### src/rtl/mac_pkg.sv
// Shared state encoding and width constants for the MAC dot-product sequencer.
package mac_pkg;

  localparam int unsigned ACC_WIDTH_C  = 40;
  localparam int unsigned DATA_WIDTH_C = 16;

  typedef enum logic [2:0] {
    IDLE,
    CLEAR,
    ISSUE,
    WAIT,
    SETTLE,
    DONE
  } seq_state_t;

endpackage

### src/rtl/mac_watchdog.sv
// Cycle counter for the WAIT state: restarts on clr, counts while en,
// flags expired on the LIMIT-th enabled cycle.
module mac_watchdog #(
  parameter int unsigned LIMIT = 64
) (
  input  logic clk,
  input  logic rst,
  input  logic clr,
  input  logic en,
  output logic expired
);

  localparam int unsigned CW = $clog2(LIMIT + 1);

  logic [CW-1:0] count;

  always_ff @(posedge clk or posedge rst) begin
    if (rst) begin
      count <= '0;
    end else if (clr) begin
      count <= '0;
    end else if (en && !expired) begin
      count <= count + CW'(1);
    end
  end

  assign expired = en && (count == CW'(LIMIT - 1));

endmodule

### src/rtl/mac_dot_sequencer.sv
// Sequences the MAC through an N-element dot product and returns the sum.
// Defining MAC_TIMEOUT_EN adds a watchdog that aborts a stalled WAIT with res_error.
module mac_dot_sequencer
  import mac_pkg::*;
#(
  parameter int unsigned DATA_WIDTH     = DATA_WIDTH_C,
  parameter int unsigned ACC_WIDTH      = ACC_WIDTH_C,
  parameter int unsigned MAX_LEN        = 256,
  parameter int unsigned LEN_WIDTH      = $clog2(MAX_LEN + 1),
  parameter int unsigned TIMEOUT_CYCLES = 64
) (
  input  logic                  clk,
  input  logic                  rst,
  input  logic                  cmd_valid,
  output logic                  cmd_ready,
  input  logic [LEN_WIDTH-1:0]  cmd_len,
  input  logic                  abort,
  input  logic                  op_valid,
  output logic                  op_ready,
  input  logic [DATA_WIDTH-1:0] op_m,
  input  logic [DATA_WIDTH-1:0] op_q,
  output logic                  mac_start,
  output logic                  mac_clr_acc,
  output logic [DATA_WIDTH-1:0] mac_m,
  output logic [DATA_WIDTH-1:0] mac_q,
  input  logic                  mac_ready,
  input  logic [ACC_WIDTH-1:0]  mac_product,
  output logic                  res_valid,
  input  logic                  res_ready,
  output logic [ACC_WIDTH-1:0]  res_data,
  output logic                  res_error,
  output logic                  busy
);

  localparam logic [LEN_WIDTH-1:0] MAX_LEN_L = LEN_WIDTH'(MAX_LEN);
  localparam logic [LEN_WIDTH-1:0] ONE_L     = LEN_WIDTH'(1);

  seq_state_t           state_q, state_d;
  logic [LEN_WIDTH-1:0] remaining;
  logic                 cmd_fire, op_fire, ready_fire, abort_hit, timeout_hit;

  assign cmd_ready = (state_q == IDLE);
  assign op_ready  = (state_q == ISSUE);
  assign busy      = (state_q != IDLE);

  assign abort_hit  = abort && (state_q inside {CLEAR, ISSUE, WAIT, SETTLE});
  assign cmd_fire   = cmd_ready && cmd_valid;
  assign op_fire    = op_ready && op_valid && !abort_hit;
  assign ready_fire = (state_q == WAIT) && mac_ready && !abort_hit;

`ifdef MAC_TIMEOUT_EN
  logic wd_expired;

  mac_watchdog #(
    .LIMIT (TIMEOUT_CYCLES)
  ) u_watchdog (
    .clk     (clk),
    .rst     (rst),
    .clr     (state_d == WAIT && state_q != WAIT),
    .en      (state_q == WAIT),
    .expired (wd_expired)
  );

  // A product arriving on the expiry cycle still counts.
  assign timeout_hit = wd_expired && !mac_ready && !abort_hit;

  always_ff @(posedge clk or posedge rst) begin
    if (rst) begin
      res_error <= 1'b0;
    end else if (timeout_hit) begin
      res_error <= 1'b1;
    end else if (state_q == DONE && res_ready) begin
      res_error <= 1'b0;
    end
  end
`else
  if (TIMEOUT_CYCLES == 0) begin : g_timeout_unused
  end

  assign timeout_hit = 1'b0;
  assign res_error   = 1'b0;
`endif

  always_comb begin
    state_d = state_q;
    case (state_q)
      IDLE:    if (cmd_valid) state_d = CLEAR;
      CLEAR:   state_d = (remaining != '0) ? ISSUE : SETTLE;
      ISSUE:   if (op_valid) state_d = WAIT;
      WAIT: begin
        if (mac_ready) state_d = (remaining <= ONE_L) ? SETTLE : ISSUE;
        else if (timeout_hit) state_d = DONE;
      end
      SETTLE:  state_d = DONE;
      DONE:    if (res_ready) state_d = IDLE;
      default: state_d = IDLE;
    endcase
    if (abort_hit) state_d = IDLE;
  end

  always_ff @(posedge clk or posedge rst) begin
    if (rst) begin
      state_q     <= IDLE;
      remaining   <= '0;
      mac_start   <= 1'b0;
      mac_clr_acc <= 1'b0;
      mac_m       <= '0;
      mac_q       <= '0;
      res_valid   <= 1'b0;
      res_data    <= '0;
    end else begin
      state_q     <= state_d;
      mac_start   <= op_fire;
      mac_clr_acc <= cmd_fire || abort_hit || timeout_hit;
      res_valid   <= (state_d == DONE);

      if (cmd_fire) begin
        remaining <= (cmd_len > MAX_LEN_L) ? MAX_LEN_L : cmd_len;
      end else if (ready_fire && remaining != '0) begin
        remaining <= remaining - ONE_L;
      end

      if (op_fire) begin
        mac_m <= op_m;
        mac_q <= op_q;
      end

      // The accumulator has absorbed the last product by the SETTLE cycle.
      if (state_q == SETTLE && !abort_hit) begin
        res_data <= mac_product;
      end else if (timeout_hit) begin
        res_data <= '0;
      end
    end
  end

endmodule

### config.mk
export PLATFORM = sky130hd
export DESIGN_NAME = mac_dot_sequencer
export DESIGN_NICKNAME = d
export VERILOG_FILES = /design/src/rtl/mac_pkg.sv /design/src/rtl/mac_watchdog.sv /design/src/rtl/mac_dot_sequencer.sv
export SDC_FILE = /design/constraint.sdc
export NUM_CORES = 1
export LEC_CHECK = 0
export ABC_AREA = 1
export CAP_MARGIN = 5
export CORE_UTILIZATION = 46
export DETAILED_ROUTE_END_ITERATION = 8
export GPL_TIMING_DRIVEN = 0
export PLACE_DENSITY = 0.93
export REMOVE_ABC_BUFFERS = 1
export SKIP_CTS_REPAIR_TIMING = 1
export SLEW_MARGIN = 20
export SYNTH_ARGS = -nofsm -noshare
export SYNTH_HDL_FRONTEND = slang
export SYNTH_HIERARCHICAL = 1
export SYNTH_SLANG_ARGS = --single-unit
### constraint.sdc
create_clock -name clk -period 4.7 [get_ports clk]
set_clock_uncertainty 0.05 [all_clocks]
set_input_delay 0.94 -clock clk [delete_from_list [all_inputs] [get_ports clk]]
set_output_delay 0.94 -clock clk [all_outputs]
set_load 0.05 [all_outputs]
==> metrics <==
critical path class=flip-flop to output pin; Yosys reg bits=a little under 90; slowest library cell on the worst path=clkdlybuf4s50_1; share of the yosys chip area belonging to registers=a little under three fifths; Final Net Count=between 700 and 800; Critical Path AT=2.02 ns; detailed-route via count=3615; ys flop type=dfrtp_1; Worst Setup EP=cmd_ready; CTS Sinks=between 80 and 90; Max VDD drop=between 400 and 500 uV; Longest Clk Path Bufs=2; Die W=between 90 and 100 microns; largest area contributor in the netlist=dfrtp_1; Tightest Pin Transition=0.816 ns; largest net degree at the start of global routing=between 80 and 90; final setup fails=0; root buffer cell=clkbuf_8; Worst-Skew Late Latency=0.34 ns; Total GRT Usage=about a quarter; Via-to-Cell Ratio=4.86; initial drt markers=approximately 150; Slew Limit Fails=0; mapped cell area=just under 4000 sq um; Num CTS Buffers=9; first-pass GRT wire length=16200 microns; Worst Path Required=about 3.7 ns; # H-tree levels=3; Routed Wire Length=roughly 9900 microns; Min-Delay Path Class=flip-flop to flip-flop; TritonRoute pass-1 iters=5; layout cells sized above 1=under 10%; WL/cell=roughly 13 microns; vias in the first global route=3624; mean post-synth cell area=8.08 sq um; slew margin rel.=between 40% and 50%; core area=just under 8000 sq um; Reg-to-Reg Start=state_q[1]; worst hold slack=~0.43 ns; maximum clock frequency=0.332 GHz; Synth Instances=476; Worst Setup End Kind=output pin; DP Wirelength=between 7000 and 8000 microns; worst setup path startpoint=state_q[1]; P&R area growth vs syn=49.7%; port buffer count=165; Yosys warning count=6; final hold violations=0; Final ANT Viol Nets=0; Pleak=around 2.9 nW; standard-cell rows=32; CP Launch Type=flip-flop; antenna violations before repair=0; most numerous cell in the Yosys netlist=nand2_1; residual DRC count=0; share of flip-flops with an asynchronous set or reset=100%; Antenna Cells=0; IO Pins=167; max-cap violations=0; RSZ-0062 raised after global routing=no; crit-path cells=nor2_2 -> nand2_2 -> inv_1 -> clkdlybuf4s50_1; synth cell count leaders=197 x nand2_1, 87 x dfrtp_1, 59 x inv_1; setup slack, reg-to-reg=2.46 ns; Initial Util=roughly 49%; PD cells=about 700 nW/um^2; worst stage delay on the critical path=between 0.7 and 0.8 ns; Critical Path Fanout Max=7; Yosys cell types=24; cells on worst reg2reg path=7; TritonCTS clock tree=built; Crit Reg-Reg Endpoint=mac_q[14]; die area=between 8000 and 9000 sq um; Remaining Overflow, GRT=0; setup TNS=0 ns; Tmin final=roughly 3.0 ns; Die H=~93 microns; share of the synthesized area in the top cell type=56.6%; clk slew on worst S/H paths=~0.080 ns; GPL Wtd Cong=0.928; largest cells by area after synthesis=dfrtp_1 57%, nand2_1 19%, inv_1 5.8%; status=finished, final reports clean; Tcrit/Tclk final=roughly 64%; Post-synth EDFFs=0
stage by stage:
stage | setup WS (ns) | power (mW) | cell area (sq um) | util, % | instances
after floorplan | 1.46 | 2.83 | 3750 | - | 460
after CTS | 1.68 | 4.17 | 5750 | 73.0 | 744
after detailed placement | 1.80 | 3.68 | 5570 | 70.6 | 728
after global routing | 1.58 | 4.38 | 5750 | 73.0 | 744
after global placement | 0.213 | 3.59 | 5530 | 70.2 | 727
final | 1.69 | 4.15 | 5750 | 73.0 | 744
layer usage:
layer / routed length [microns] / vias to the layer above / global-route usage (%) / part of all wire, %
met2: 4960 / 167 / 42.6 / 50
met5: 0 / - / 0 / 0
met1: 3850 / 1655 / 26.4 / 39
met3: 824 / 20 / 7.24 / 8.4
met4: 228 / 0 / 10.0 / 2.3
li1: - / 1773 / - / -
worst min-delay path by stage:
| stage | start | end | slack [ns] | depth (start not counted) |
|---|---|---|---|---|
| final | mac_q[11] | mac_q[11] | 0.43 | 2 |
| after floorplan | remaining[1] | remaining[1] | 0.42 | 2 |
| after detailed placement | mac_q[11] | mac_q[11] | 0.41 | 2 |
| after global routing | mac_q[11] | mac_q[11] | 0.45 | 2 |
| after global placement | mac_m[9] | mac_m[9] | 0.41 | 2 |
| after CTS | mac_q[11] | mac_q[11] | 0.43 | 2 |
cell usage in the layout (no fill, tap or decap):
cell | synthesis | layout
nand2_2 | 2 | 2
nor3_1 | 2 | 2
o21ai_0 | 7 | 7
inv_6 | 0 | 1
xor2_1 | 1 | 1
clkdlybuf4s50_1 | 0 | 165
or2_1 | 1 | 1
clkbuf_8 | 0 | 10
nand3_4 | 1 | 2
nand3_2 | 3 | 2
inv_1 | 59 | 58
buf_16 | 0 | 1
nand3_1 | 18 | 18
clkinv_1 | 1 | 1
o21ai_1 | 41 | 41
dfrtp_1 | 87 | 87
nor2_1 | 25 | 25
clkinv_4 | 0 | 2
inv_2 | 4 | 4
nand2_4 | 1 | 1
clkinvlp_4 | 0 | 2
nand4_1 | 2 | 2
inv_4 | 0 | 1
nor2_2 | 1 | 1
ha_1 | 3 | 3
o21bai_1 | 1 | 1
a21oi_1 | 2 | 2
nand2_1 | 197 | 197
clkbuf_1 | 0 | 1
conb_1 | 1 | 1
sequential cells by signal, summed over array words and instances (netlist names):
name	count
remaining	9
mac_start	1
res_data	40
res_valid	1
mac_clr_acc	1
mac_q	16
mac_m	16
state_q	3
area by class of cell:
type                            instances  area [sq um]
Clock inverter                          5          41.3
Multi-Input combinational cell        309          1350
Sequential cell                        87          2180
Inverter                               64           243
Tap cell                              102           128
Fill cell                             549          2130
Timing Repair Buffer                  166          1680
Clock buffer                           11           141
critical path: cells and delay by family (launching register included):
kind                   cells  cell delay, ns
buffers and inverters      2            0.86
AND/OR/NAND/NOR            2            0.38
flip-flops                 1            0.46
cells by family after synthesis:
logic type | Yosys count | share of synthesized area [%]
simple gates | 253 | 26.8
other cells | 1 | 0.0975
flops | 87 | 56.6
buf+inv | 80 | 8.59
fa+ha+maj | 3 | 0.976
compound gates | 51 | 6.70
xor+xnor | 1 | 0.228
power by group:
part / switching, mW / total, mW / internal, mW / leakage, nW
logic: 1.63 / 2.42 / 0.785 / 1.67
clock network: 0.270 / 0.481 / 0.211 / 0.0861
registers: 0.197 / 1.25 / 1.06 / 1.14
No activity file was read; power rests on OpenSTA's default activity.
